**src/rtl/stack_controller_pkg.sv**
```systemverilog
// Shared encodings for the stack-machine controller: opcodes, ALU functions,
// FSM state encoding and the bundled control word.
package stack_ctrl_pkg;

    localparam logic [2:0] OP_ADD  = 3'b000;
    localparam logic [2:0] OP_SUB  = 3'b001;
    localparam logic [2:0] OP_AND  = 3'b010;
    localparam logic [2:0] OP_NOT  = 3'b011;
    localparam logic [2:0] OP_PUSH = 3'b100;
    localparam logic [2:0] OP_POP  = 3'b101;
    localparam logic [2:0] OP_JMP  = 3'b110;
    localparam logic [2:0] OP_JZ   = 3'b111;

    localparam logic [2:0] ALU_ADD  = 3'b000;
    localparam logic [2:0] ALU_SUB  = 3'b001;
    localparam logic [2:0] ALU_AND  = 3'b010;
    localparam logic [2:0] ALU_NOT  = 3'b011;
    localparam logic [2:0] ALU_PASS = 3'b111;

    typedef enum logic [3:0] {
        S_INIT     = 4'd0,
        S_FETCH    = 4'd1,
        S_DECODE   = 4'd2,
        S_POP_T    = 4'd3,
        S_POP_S    = 4'd4,
        S_WAIT_B   = 4'd5,
        S_LOAD_A   = 4'd6,
        S_TOS      = 4'd7,
        S_EXEC     = 4'd8,
        S_PUSH_RES = 4'd9,
        S_MEM_RD   = 4'd10,
        S_PUSH_MDR = 4'd11,
        S_MEM_WR   = 4'd12,
        S_JMP      = 4'd13,
        S_JZ_EVAL  = 4'd14
    } state_e;

    typedef struct packed {
        logic       pc_src;
        logic       pc_write;
        logic       pc_write_con;
        logic       z;
        logic       mem_sel;
        logic       mem_read;
        logic       mem_write;
        logic       ir_write;
        logic       stack_sel;
        logic       load_a;
        logic       a_sel;
        logic       b_sel;
        logic       push;
        logic       pop;
        logic       tos;
        logic [2:0] alu_op;
        logic       instr_done;
    } ctrl_t;

    function automatic logic is_binary_op(input logic [2:0] op);
        return (op == OP_ADD) || (op == OP_SUB) || (op == OP_AND);
    endfunction

    function automatic logic [2:0] exec_alu_op(input logic [2:0] op);
        case (op)
            OP_SUB:  return ALU_SUB;
            OP_AND:  return ALU_AND;
            OP_NOT:  return ALU_NOT;
            default: return ALU_ADD;
        endcase
    endfunction

endpackage

```
**src/rtl/stack_controller_if.sv**
```systemverilog
// Controller <-> datapath signal bundle. master = controller, slave = datapath.
interface stack_controller_if;

    logic [2:0] opcode;
    logic       alu_zero;
    logic       PCSrc;
    logic       pc_write;
    logic       pc_write_con;
    logic       Z;
    logic       mem_sel;
    logic       Mem_read;
    logic       Mem_write;
    logic       IR_write;
    logic       stack_sel;
    logic       load_A;
    logic       A_sel;
    logic       B_sel;
    logic       push;
    logic       pop;
    logic       tos;
    logic [2:0] ALUOP;
    logic       instr_done;
    logic [3:0] state_dbg;

    modport master (
        input  opcode, alu_zero,
        output PCSrc, pc_write, pc_write_con, Z, mem_sel, Mem_read, Mem_write,
               IR_write, stack_sel, load_A, A_sel, B_sel, push, pop, tos,
               ALUOP, instr_done, state_dbg
    );

    modport slave (
        output opcode, alu_zero,
        input  PCSrc, pc_write, pc_write_con, Z, mem_sel, Mem_read, Mem_write,
               IR_write, stack_sel, load_A, A_sel, B_sel, push, pop, tos,
               ALUOP, instr_done, state_dbg
    );

endinterface

```
**src/rtl/stack_controller_decode.sv**
```systemverilog
// Moore output decode: registered state (plus opcode/alu_zero qualifiers) to
// the full datapath control word. Purely combinational.
module stack_ctrl_decode
    import stack_ctrl_pkg::*;
(
    input  state_e     state,
    input  logic [2:0] opcode,
    input  logic       alu_zero,
    output ctrl_t      ctrl
);

    always_comb begin
        ctrl = '0;
        case (state)
            S_FETCH: begin
                ctrl.mem_read = 1'b1;
                ctrl.ir_write = 1'b1;
                ctrl.alu_op   = ALU_ADD;
                ctrl.pc_write = 1'b1;
            end
            S_POP_T: ctrl.pop = 1'b1;
            S_POP_S: begin
                ctrl.pop    = 1'b1;
                ctrl.load_a = 1'b1;
            end
            S_LOAD_A: ctrl.load_a = 1'b1;
            S_TOS:    ctrl.tos    = 1'b1;
            S_EXEC: begin
                ctrl.a_sel  = 1'b1;
                ctrl.b_sel  = 1'b1;
                ctrl.alu_op = exec_alu_op(opcode);
            end
            S_PUSH_RES: begin
                ctrl.push       = 1'b1;
                ctrl.instr_done = 1'b1;
            end
            S_MEM_RD: begin
                ctrl.mem_sel  = 1'b1;
                ctrl.mem_read = 1'b1;
            end
            // Read stays asserted so MDR remains valid while it is pushed.
            S_PUSH_MDR: begin
                ctrl.mem_sel    = 1'b1;
                ctrl.mem_read   = 1'b1;
                ctrl.stack_sel  = 1'b1;
                ctrl.push       = 1'b1;
                ctrl.instr_done = 1'b1;
            end
            S_MEM_WR: begin
                ctrl.mem_sel    = 1'b1;
                ctrl.mem_write  = 1'b1;
                ctrl.instr_done = 1'b1;
            end
            S_JMP: begin
                ctrl.pc_src     = 1'b1;
                ctrl.pc_write   = 1'b1;
                ctrl.instr_done = 1'b1;
            end
            S_JZ_EVAL: begin
                ctrl.a_sel        = 1'b1;
                ctrl.alu_op       = ALU_PASS;
                ctrl.pc_src       = 1'b1;
                ctrl.pc_write_con = 1'b1;
                ctrl.z            = alu_zero;
                ctrl.instr_done   = 1'b1;
            end
            default: ;
        endcase
    end

endmodule

```
**src/rtl/stack_controller.sv**
```systemverilog
// Multi-cycle control FSM for the 8-bit stack-machine datapath. Holds the
// state register and next-state logic; output decode lives in stack_ctrl_decode.
module stack_controller
    import stack_ctrl_pkg::*;
(
    input  logic               clk,
    input  logic               rst,
    stack_controller_if.master ctrl_if
);

    state_e state_q;
    state_e state_d;
    ctrl_t  ctrl;

    always_ff @(posedge clk or posedge rst) begin
        if (rst) begin
            state_q <= S_INIT;
        end else begin
            state_q <= state_d;
        end
    end

    // IR is held stable by the datapath, so opcode steers every branch directly.
    always_comb begin
        state_d = S_INIT;
        case (state_q)
            S_INIT:   state_d = S_FETCH;
            S_FETCH:  state_d = S_DECODE;
            S_DECODE: begin
                case (ctrl_if.opcode)
                    OP_PUSH: state_d = S_MEM_RD;
                    OP_JMP:  state_d = S_JMP;
                    OP_JZ:   state_d = S_TOS;
                    default: state_d = S_POP_T;
                endcase
            end
            S_POP_T:  state_d = is_binary_op(ctrl_if.opcode) ? S_POP_S : S_LOAD_A;
            S_POP_S:  state_d = S_WAIT_B;
            S_WAIT_B: state_d = S_EXEC;
            S_LOAD_A: begin
                case (ctrl_if.opcode)
                    OP_NOT:  state_d = S_EXEC;
                    OP_POP:  state_d = S_MEM_WR;
                    OP_JZ:   state_d = S_JZ_EVAL;
                    default: state_d = S_INIT;
                endcase
            end
            S_TOS:      state_d = S_LOAD_A;
            S_EXEC:     state_d = S_PUSH_RES;
            S_MEM_RD:   state_d = S_PUSH_MDR;
            S_PUSH_RES,
            S_PUSH_MDR,
            S_MEM_WR,
            S_JMP,
            S_JZ_EVAL:  state_d = S_FETCH;
            default:    state_d = S_INIT;
        endcase
    end

    stack_ctrl_decode u_decode (
        .state    (state_q),
        .opcode   (ctrl_if.opcode),
        .alu_zero (ctrl_if.alu_zero),
        .ctrl     (ctrl)
    );

    assign ctrl_if.PCSrc        = ctrl.pc_src;
    assign ctrl_if.pc_write     = ctrl.pc_write;
    assign ctrl_if.pc_write_con = ctrl.pc_write_con;
    assign ctrl_if.Z            = ctrl.z;
    assign ctrl_if.mem_sel      = ctrl.mem_sel;
    assign ctrl_if.Mem_read     = ctrl.mem_read;
    assign ctrl_if.Mem_write    = ctrl.mem_write;
    assign ctrl_if.IR_write     = ctrl.ir_write;
    assign ctrl_if.stack_sel    = ctrl.stack_sel;
    assign ctrl_if.load_A       = ctrl.load_a;
    assign ctrl_if.A_sel        = ctrl.a_sel;
    assign ctrl_if.B_sel        = ctrl.b_sel;
    assign ctrl_if.push         = ctrl.push;
    assign ctrl_if.pop          = ctrl.pop;
    assign ctrl_if.tos          = ctrl.tos;
    assign ctrl_if.ALUOP        = ctrl.alu_op;
    assign ctrl_if.instr_done   = ctrl.instr_done;
    assign ctrl_if.state_dbg    = state_q;

endmodule

```
**src/flat_wrapper.sv**
```systemverilog
// flat-port wrapper written by rule: the top's interface ports become plain ports
module stack_controller_flat import stack_ctrl_pkg::*;
  (clk, rst, ctrl_if_opcode, ctrl_if_alu_zero, ctrl_if_PCSrc, ctrl_if_pc_write, ctrl_if_pc_write_con, ctrl_if_Z, ctrl_if_mem_sel, ctrl_if_Mem_read, ctrl_if_Mem_write, ctrl_if_IR_write, ctrl_if_stack_sel, ctrl_if_load_A, ctrl_if_A_sel, ctrl_if_B_sel, ctrl_if_push, ctrl_if_pop, ctrl_if_tos, ctrl_if_ALUOP, ctrl_if_instr_done, ctrl_if_state_dbg);
  stack_controller_if ctrl_if_i ();
  input  logic clk;
  input  logic rst;
  input wire logic [$bits(ctrl_if_i.opcode)-1:0] ctrl_if_opcode;
  input wire logic [$bits(ctrl_if_i.alu_zero)-1:0] ctrl_if_alu_zero;
  output wire logic [$bits(ctrl_if_i.PCSrc)-1:0] ctrl_if_PCSrc;
  output wire logic [$bits(ctrl_if_i.pc_write)-1:0] ctrl_if_pc_write;
  output wire logic [$bits(ctrl_if_i.pc_write_con)-1:0] ctrl_if_pc_write_con;
  output wire logic [$bits(ctrl_if_i.Z)-1:0] ctrl_if_Z;
  output wire logic [$bits(ctrl_if_i.mem_sel)-1:0] ctrl_if_mem_sel;
  output wire logic [$bits(ctrl_if_i.Mem_read)-1:0] ctrl_if_Mem_read;
  output wire logic [$bits(ctrl_if_i.Mem_write)-1:0] ctrl_if_Mem_write;
  output wire logic [$bits(ctrl_if_i.IR_write)-1:0] ctrl_if_IR_write;
  output wire logic [$bits(ctrl_if_i.stack_sel)-1:0] ctrl_if_stack_sel;
  output wire logic [$bits(ctrl_if_i.load_A)-1:0] ctrl_if_load_A;
  output wire logic [$bits(ctrl_if_i.A_sel)-1:0] ctrl_if_A_sel;
  output wire logic [$bits(ctrl_if_i.B_sel)-1:0] ctrl_if_B_sel;
  output wire logic [$bits(ctrl_if_i.push)-1:0] ctrl_if_push;
  output wire logic [$bits(ctrl_if_i.pop)-1:0] ctrl_if_pop;
  output wire logic [$bits(ctrl_if_i.tos)-1:0] ctrl_if_tos;
  output wire logic [$bits(ctrl_if_i.ALUOP)-1:0] ctrl_if_ALUOP;
  output wire logic [$bits(ctrl_if_i.instr_done)-1:0] ctrl_if_instr_done;
  output wire logic [$bits(ctrl_if_i.state_dbg)-1:0] ctrl_if_state_dbg;
  assign ctrl_if_i.opcode = ctrl_if_opcode;
  assign ctrl_if_i.alu_zero = ctrl_if_alu_zero;
  assign ctrl_if_PCSrc = ctrl_if_i.PCSrc;
  assign ctrl_if_pc_write = ctrl_if_i.pc_write;
  assign ctrl_if_pc_write_con = ctrl_if_i.pc_write_con;
  assign ctrl_if_Z = ctrl_if_i.Z;
  assign ctrl_if_mem_sel = ctrl_if_i.mem_sel;
  assign ctrl_if_Mem_read = ctrl_if_i.Mem_read;
  assign ctrl_if_Mem_write = ctrl_if_i.Mem_write;
  assign ctrl_if_IR_write = ctrl_if_i.IR_write;
  assign ctrl_if_stack_sel = ctrl_if_i.stack_sel;
  assign ctrl_if_load_A = ctrl_if_i.load_A;
  assign ctrl_if_A_sel = ctrl_if_i.A_sel;
  assign ctrl_if_B_sel = ctrl_if_i.B_sel;
  assign ctrl_if_push = ctrl_if_i.push;
  assign ctrl_if_pop = ctrl_if_i.pop;
  assign ctrl_if_tos = ctrl_if_i.tos;
  assign ctrl_if_ALUOP = ctrl_if_i.ALUOP;
  assign ctrl_if_instr_done = ctrl_if_i.instr_done;
  assign ctrl_if_state_dbg = ctrl_if_i.state_dbg;
  stack_controller u_core (.clk(clk), .rst(rst), .ctrl_if(ctrl_if_i));
endmodule
```
**config.mk**
```make
export PLATFORM = sky130hd
export DESIGN_NAME = stack_controller_flat
export DESIGN_NICKNAME = d
export VERILOG_FILES = /design/src/rtl/stack_controller_pkg.sv /design/src/rtl/stack_controller_if.sv /design/src/rtl/stack_controller_decode.sv /design/src/rtl/stack_controller.sv /design/src/flat_wrapper.sv
export SDC_FILE = /design/constraint.sdc
export NUM_CORES = 1
export LEC_CHECK = 0
export ABC_AREA = 1
export CORE_AREA = 2 2 39 41
export CTS_BUF_LIST = sky130_fd_sc_hd__clkbuf_4
export DETAILED_ROUTE_END_ITERATION = 8
export DIE_AREA = 0 0 41 43
export PLACE_DENSITY = 0.77
export SLEW_MARGIN = 10
export SYNTH_ARGS = -nofsm -noshare
export SYNTH_HDL_FRONTEND = slang
export SYNTH_SLANG_ARGS = --single-unit
```
**constraint.sdc**
```tcl
create_clock -name clk -period 1.55 [get_ports clk]
set_clock_uncertainty 0.1 [all_clocks]
set_input_delay 0.2325 -clock clk [delete_from_list [all_inputs] [get_ports clk]]
set_output_delay 0.2325 -clock clk [all_outputs]
set_load 0.05 [all_outputs]
```
==> flow_summary.rst, run 1 <==
.. list-table::
   :header-rows: 1

   * - Metric
     - Value
   * - Halt Reason
     - [ERROR DPL-0033] detailed placement checks failed during check placement.
   * - CTS Buf Count
     - 3
   * - Floorplan die height
     - 43 um
   * - Routability cong.
     - 0.880
   * - Post-GRT worst EP
     - ctrl_if_ALUOP[0]
   * - Post-synth top area cell
     - sky130_fd_sc_hd__dfrtp_1
   * - Number of warning messages in the yosys log
     - 0
   * - Number of buffer cells added on primary ports
     - 28
   * - Area share of the largest cell type after synthesis
     - 0.214
   * - Classification of the worst endpoint
     - primary output
   * - Placed cells
     - 137
   * - Max clock buf depth
     - 2
   * - Unique masters post-synth
     - 18
   * - Horizontal extent of the die
     - 41 um
   * - Mapped Area
     - 467 um2
   * - Number of top-level pins
     - 29
   * - Count of mapped cells out of synthesis
     - 84
   * - Initial antenna violation count
     - 0
   * - Run status
     - did not finish
   * - Seq/Total Area, Yosys
     - 0.214
   * - Avg Inst Size Synth
     - 5.56 um2
   * - Leading post-synthesis cells by cell area
     - sky130_fd_sc_hd__dfrtp_1, sky130_fd_sc_hd__nand2_1, sky130_fd_sc_hd__nor2_1
   * - Largest net degree at the start of global routing
     - 9
   * - Depth of the CTS H-tree
     - 1
   * - Detailed placer's ending HPWL
     - 1.45 mm
   * - Flip-flop and latch count after synthesis
     - 4
   * - Initial Util
     - 0.337
   * - Clk Tree Root Cell
     - sky130_fd_sc_hd__clkbuf_4
   * - Stopped at
     - global routing
   * - Synthesized Nets
     - 90
   * - Pre-CTS worst setup slack
     - 0.0630 ns
   * - TritonCTS sink count
     - 4
   * - FP Rows
     - 14
[Yosys cell counts (all sizes together)]
cell and number:
dfrtp 4, nand2 24, a21oi 1, nand3 9
nand4 2, o21ai 4, inv 16, nor3 1
o22ai 2, o211ai 1, nor2 20
[through the flow]
| step | hold WS, ns | TNS, ns | utilization | area (um2) |
|---|---|---|---|---|
| after floorplan | -0.102 | -2.33 | - | 576 |
| after global placement | 0.320 | 0 | 0.848 | 1170 |
| after detailed placement | 0.318 | 0 | 0.848 | 1170 |
| after CTS | 0.0765 | -1.52 | 0.938 | 1300 |
[repair_timing]
action	CTS
hold buffers	0
resized for setup	11
buffers inserted	8
endpoints found under the hold margin	0
endpoints found under the setup margin	18
pin swaps	9
[kinds of logic after synthesis]
kind of cell,count (synthesis),share of synthesized area
AOI/OAI and AO/OA,8,0.105
buffers and inverters,16,0.129
and+or+nand+nor,56,0.552
DFF,4,0.214
==> inputs of run 2 (changes only) <==
- CORE_AREA: 2 2 39 41 -> 2 2 63 65
- CTS_BUF_LIST: sky130_fd_sc_hd__clkbuf_4 -> unset
- DIE_AREA: 0 0 41 43 -> 0 0 65 67
- PLACE_DENSITY: 0.77 -> unset
- PLACE_DENSITY_LB_ADDON: unset -> 0.15
==> run 2 against run 1 <==
Against the previous run:
- the flow now finishes, with violations (setup timing)
- synthesized cell count did not move
- synthesized area did not move
==> flow_summary.rst, run 2 <==
.. list-table::
   :header-rows: 1

   * - Metric
     - Value
   * - Area after detailed placement
     - 1230 um2 (+4.7%)
   * - Detailed placer's ending HPWL
     - 1.61 mm (+11%)
   * - Number of top-level pins
     - 29 (unchanged)
   * - Critical Path Fanout Max
     - 8
   * - Mapped Area
     - 467 um2 (unchanged)
   * - Most used flip-flop cell after synthesis
     - sky130_fd_sc_hd__dfrtp_1
   * - Critical Path Start Type
     - register
   * - Number of warning messages in the yosys log
     - 0 (unchanged)
   * - Pre-CTS worst setup slack
     - 0.0659 ns (+0.00289 ns)
   * - Least setup slack across all paths after layout
     - -0.122 ns
   * - Proportion of register bits with asynchronous set or reset after synthesis
     - 1.00 (unchanged)
   * - Per-cell via count in the routed design
     - 3.99
   * - TritonCTS clock tree
     - built
   * - Post-synth top area cell
     - sky130_fd_sc_hd__dfrtp_1
   * - Transition at the pin with the smallest max-transition slack
     - 0.367 ns
   * - Avg Inst Size Synth
     - 5.56 um2 (unchanged)
   * - Overall fraction of global-route tracks in use
     - 0.0940
   * - Routed via count
     - 734
   * - Initial antenna violation count
     - 0
   * - Max Cap Viol
     - 0
   * - Congestion Overflow GR
     - 0
   * - Final setup violating endpoints
     - 17
   * - Seq/Total Area, Yosys
     - 0.214 (unchanged)
   * - Initial drt markers
     - 7
   * - Util after Layout
     - 0.388
   * - Clk Tree Root Cell
     - sky130_fd_sc_hd__clkbuf_8
   * - Leading post-synthesis cells by cell area
     - sky130_fd_sc_hd__dfrtp_1, sky130_fd_sc_hd__nand2_1, sky130_fd_sc_hd__nor2_1
   * - Die area
     - 4360 um2
   * - Run status
     - finished, violations left
   * - Synthesized Nets
     - 90 (unchanged)
   * - Floorplan die height
     - 67 um (+56%)
   * - Unique masters post-synth
     - 18 (unchanged)
   * - Type of the worst setup path
     - register to output port
   * - Violations in the final reports
     - setup timing
   * - Kind of end point of the critical path
     - output port
   * - Number of buffer cells added on primary ports
     - 28 (unchanged)
   * - Fmax achieved
     - 598 MHz
   * - Cell with the most instances after synthesis
     - sky130_fd_sc_hd__nand2_1
   * - Drt first pass iters
     - 4
   * - Share of final-layout standard cells stronger than drive strength 1
     - 0.618
   * - Filler Cells Inserted
     - 364
   * - Final Slew Violations
     - 0
   * - Max clock buf depth
     - 2 (unchanged)
   * - Most common cell after layout, fill and taps aside
     - sky130_fd_sc_hd__buf_12
   * - Worst path required time
     - 1.22 ns
   * - RSZ-0062 raised after global routing
     - true
   * - Final design instance area without fill
     - 1400 um2
   * - Largest net degree at the start of global routing
     - 9
   * - Largest register FFs
     - 4
   * - Most Used Layer, Global Route
     - met2
   * - Met3 Track Usage GR
     - 0.0118
   * - Area used by multi-input combinational logic
     - 443 um2
   * - CP arrival
     - 1.34 ns
   * - Number of enable-type register cells in the synthesized netlist
     - 0 (unchanged)
   * - Horizontal extent of the die
     - 65 um (+59%)
   * - TritonCTS sink count
     - 4 (unchanged)
   * - Met2 Usage GRT
     - 0.180
   * - Depth of the CTS H-tree
     - 1 (unchanged)
   * - Core area
     - 3610 um2
   * - Clock latency at the later pin of the worst-skew pair
     - 0.21 ns
   * - M1 GR Usage
     - 0.103
   * - Antenna diode count
     - 0
   * - Routability cong.
     - 0.777 (-12%)
   * - Post-Route WL
     - 1.89 mm
   * - Clock-pin slew on the worst setup and hold paths
     - 0.03 ns
   * - Final net count
     - 144
   * - Most frequent cells in the layout
     - sky130_fd_sc_hd__buf_12, sky130_fd_sc_hd__buf_4, sky130_fd_sc_hd__nand2_1, sky130_fd_sc_hd__nor2_1, sky130_fd_sc_hd__inv_1
   * - Final critical-path required period
     - 1.67 ns
   * - DRC violations left
     - 0
   * - Area share of the largest cell type after synthesis
     - 0.214 (unchanged)
   * - Fin cells
     - 184
   * - Number of routed nets with antenna violations
     - 0
   * - Via count of the first global-routing pass
     - 766
   * - Initial Util
     - 0.129 (-0.208)
   * - Power Density
     - 2070 nW/um2
   * - Worst IR Drop VDD
     - 0.000592 V
   * - Flip-flop and latch count after synthesis
     - 4 (unchanged)
   * - Placed cells
     - 171 (+25%)
   * - Number of hold violations in the final report
     - 0
   * - Tightest Hold Check Type
     - primary input to async pin
   * - Routed wirelength normalized by instance count
     - 10.3 um
   * - CTS Buf Count
     - 3 (unchanged)
   * - First-pass GRT wire length
     - 3.32 mm
   * - Total leakage power
     - 0.617 nW
   * - Top post-synthesis cells by count
     - sky130_fd_sc_hd__nand2_1, sky130_fd_sc_hd__nor2_1, sky130_fd_sc_hd__inv_1
   * - Register Area
     - 108 um2
   * - Worst rel slew slack
     - 0.754
   * - Count of mapped cells out of synthesis
     - 84 (unchanged)
   * - FP Rows
     - 22 (+8)
   * - Post-cts hold buffer count
     - 0 (unchanged)
   * - Area delta synth->final
     - 200%
   * - Final Hold Slack
     - 0.0999 ns
   * - Final Cycle Share
     - 1.08
   * - PnR Total Power
     - 2.90 mW
   * - Fin Setup TNS
     - -1.15 ns
[run 2: cell counts after synthesis]
No cell type changed its count.
[run 2: path summary, 6_finish.rpt]
check,startpoint,endpoint,slack (ns),depth (start not counted)
worst max-delay path,u_core.ctrl_if.state_dbg[3],ctrl_if_Z,-0.12,5
worst min-delay path,rst,u_core.ctrl_if.state_dbg[3],0.1,2
worst max register to register,u_core.ctrl_if.state_dbg[3],u_core.ctrl_if.state_dbg[1],0.10,8
worst min register to register,u_core.ctrl_if.state_dbg[3],u_core.ctrl_if.state_dbg[0],0.72,3
max in group asynchronous,rst,u_core.ctrl_if.state_dbg[3],1.09,2
min in group clk,ctrl_if_opcode[2],u_core.ctrl_if.state_dbg[2],0.70,4
[run 2: timing repair]
action,4_1_cts,5_1_grt
endpoints found under the setup margin,18,20
pin swaps,4,5
hold endpoints to repair,0,0
buffers inserted,6,4
gates resized for setup,9,6
[run 2: cell families (layout without fill, tap and decap cells)]
logic type | Yosys count | in the layout | share of synthesized area
and+or+nand+nor | 56 | 56 | 0.552
buffers and inverters | 16 | 68 | 0.129
AOI/OAI and AO/OA | 8 | 8 | 0.105
DFF | 4 | 4 | 0.214
[run 2: power by group]
group / internal, mW / leakage (nW) / total [mW] / switching, mW
Combinational: 1.08 / 0.550 / 2.39 / 1.30
Sequential: 0.165 / 0.0452 / 0.294 / 0.128
Clock: 0.165 / 0.0216 / 0.216 / 0.0506
[run 2: layout make-up]
| type | instances | area share |
|---|---|---|
| inverters | 16 | 0.0545 |
| clock buffers | 3 | 0.0295 |
| flip-flops and latches | 4 | 0.0769 |
| well taps | 48 | 0.0429 |
| repair buffers | 49 | 0.480 |
| multi-input cells | 64 | 0.316 |
[run 2: critical path: stages (launching register included)]
cell and delay [ns]:
sky130_fd_sc_hd__dfrtp_4 0.52, sky130_fd_sc_hd__nand2_4 0.12, sky130_fd_sc_hd__nor2_4 0.15, sky130_fd_sc_hd__inv_4 0.07, sky130_fd_sc_hd__nor2_4 0.12, sky130_fd_sc_hd__buf_12 0.14
[run 2: routing by layer]
layer  share of wire  up-vias  routed length, um
li1                -      372                  -
met1            0.39      343                744
met2            0.55       19               1040
met3           0.056        0                106
met4               0        0                  0
met5               0        -                  0
Note: power is estimated with default switching activity, not from simulation.
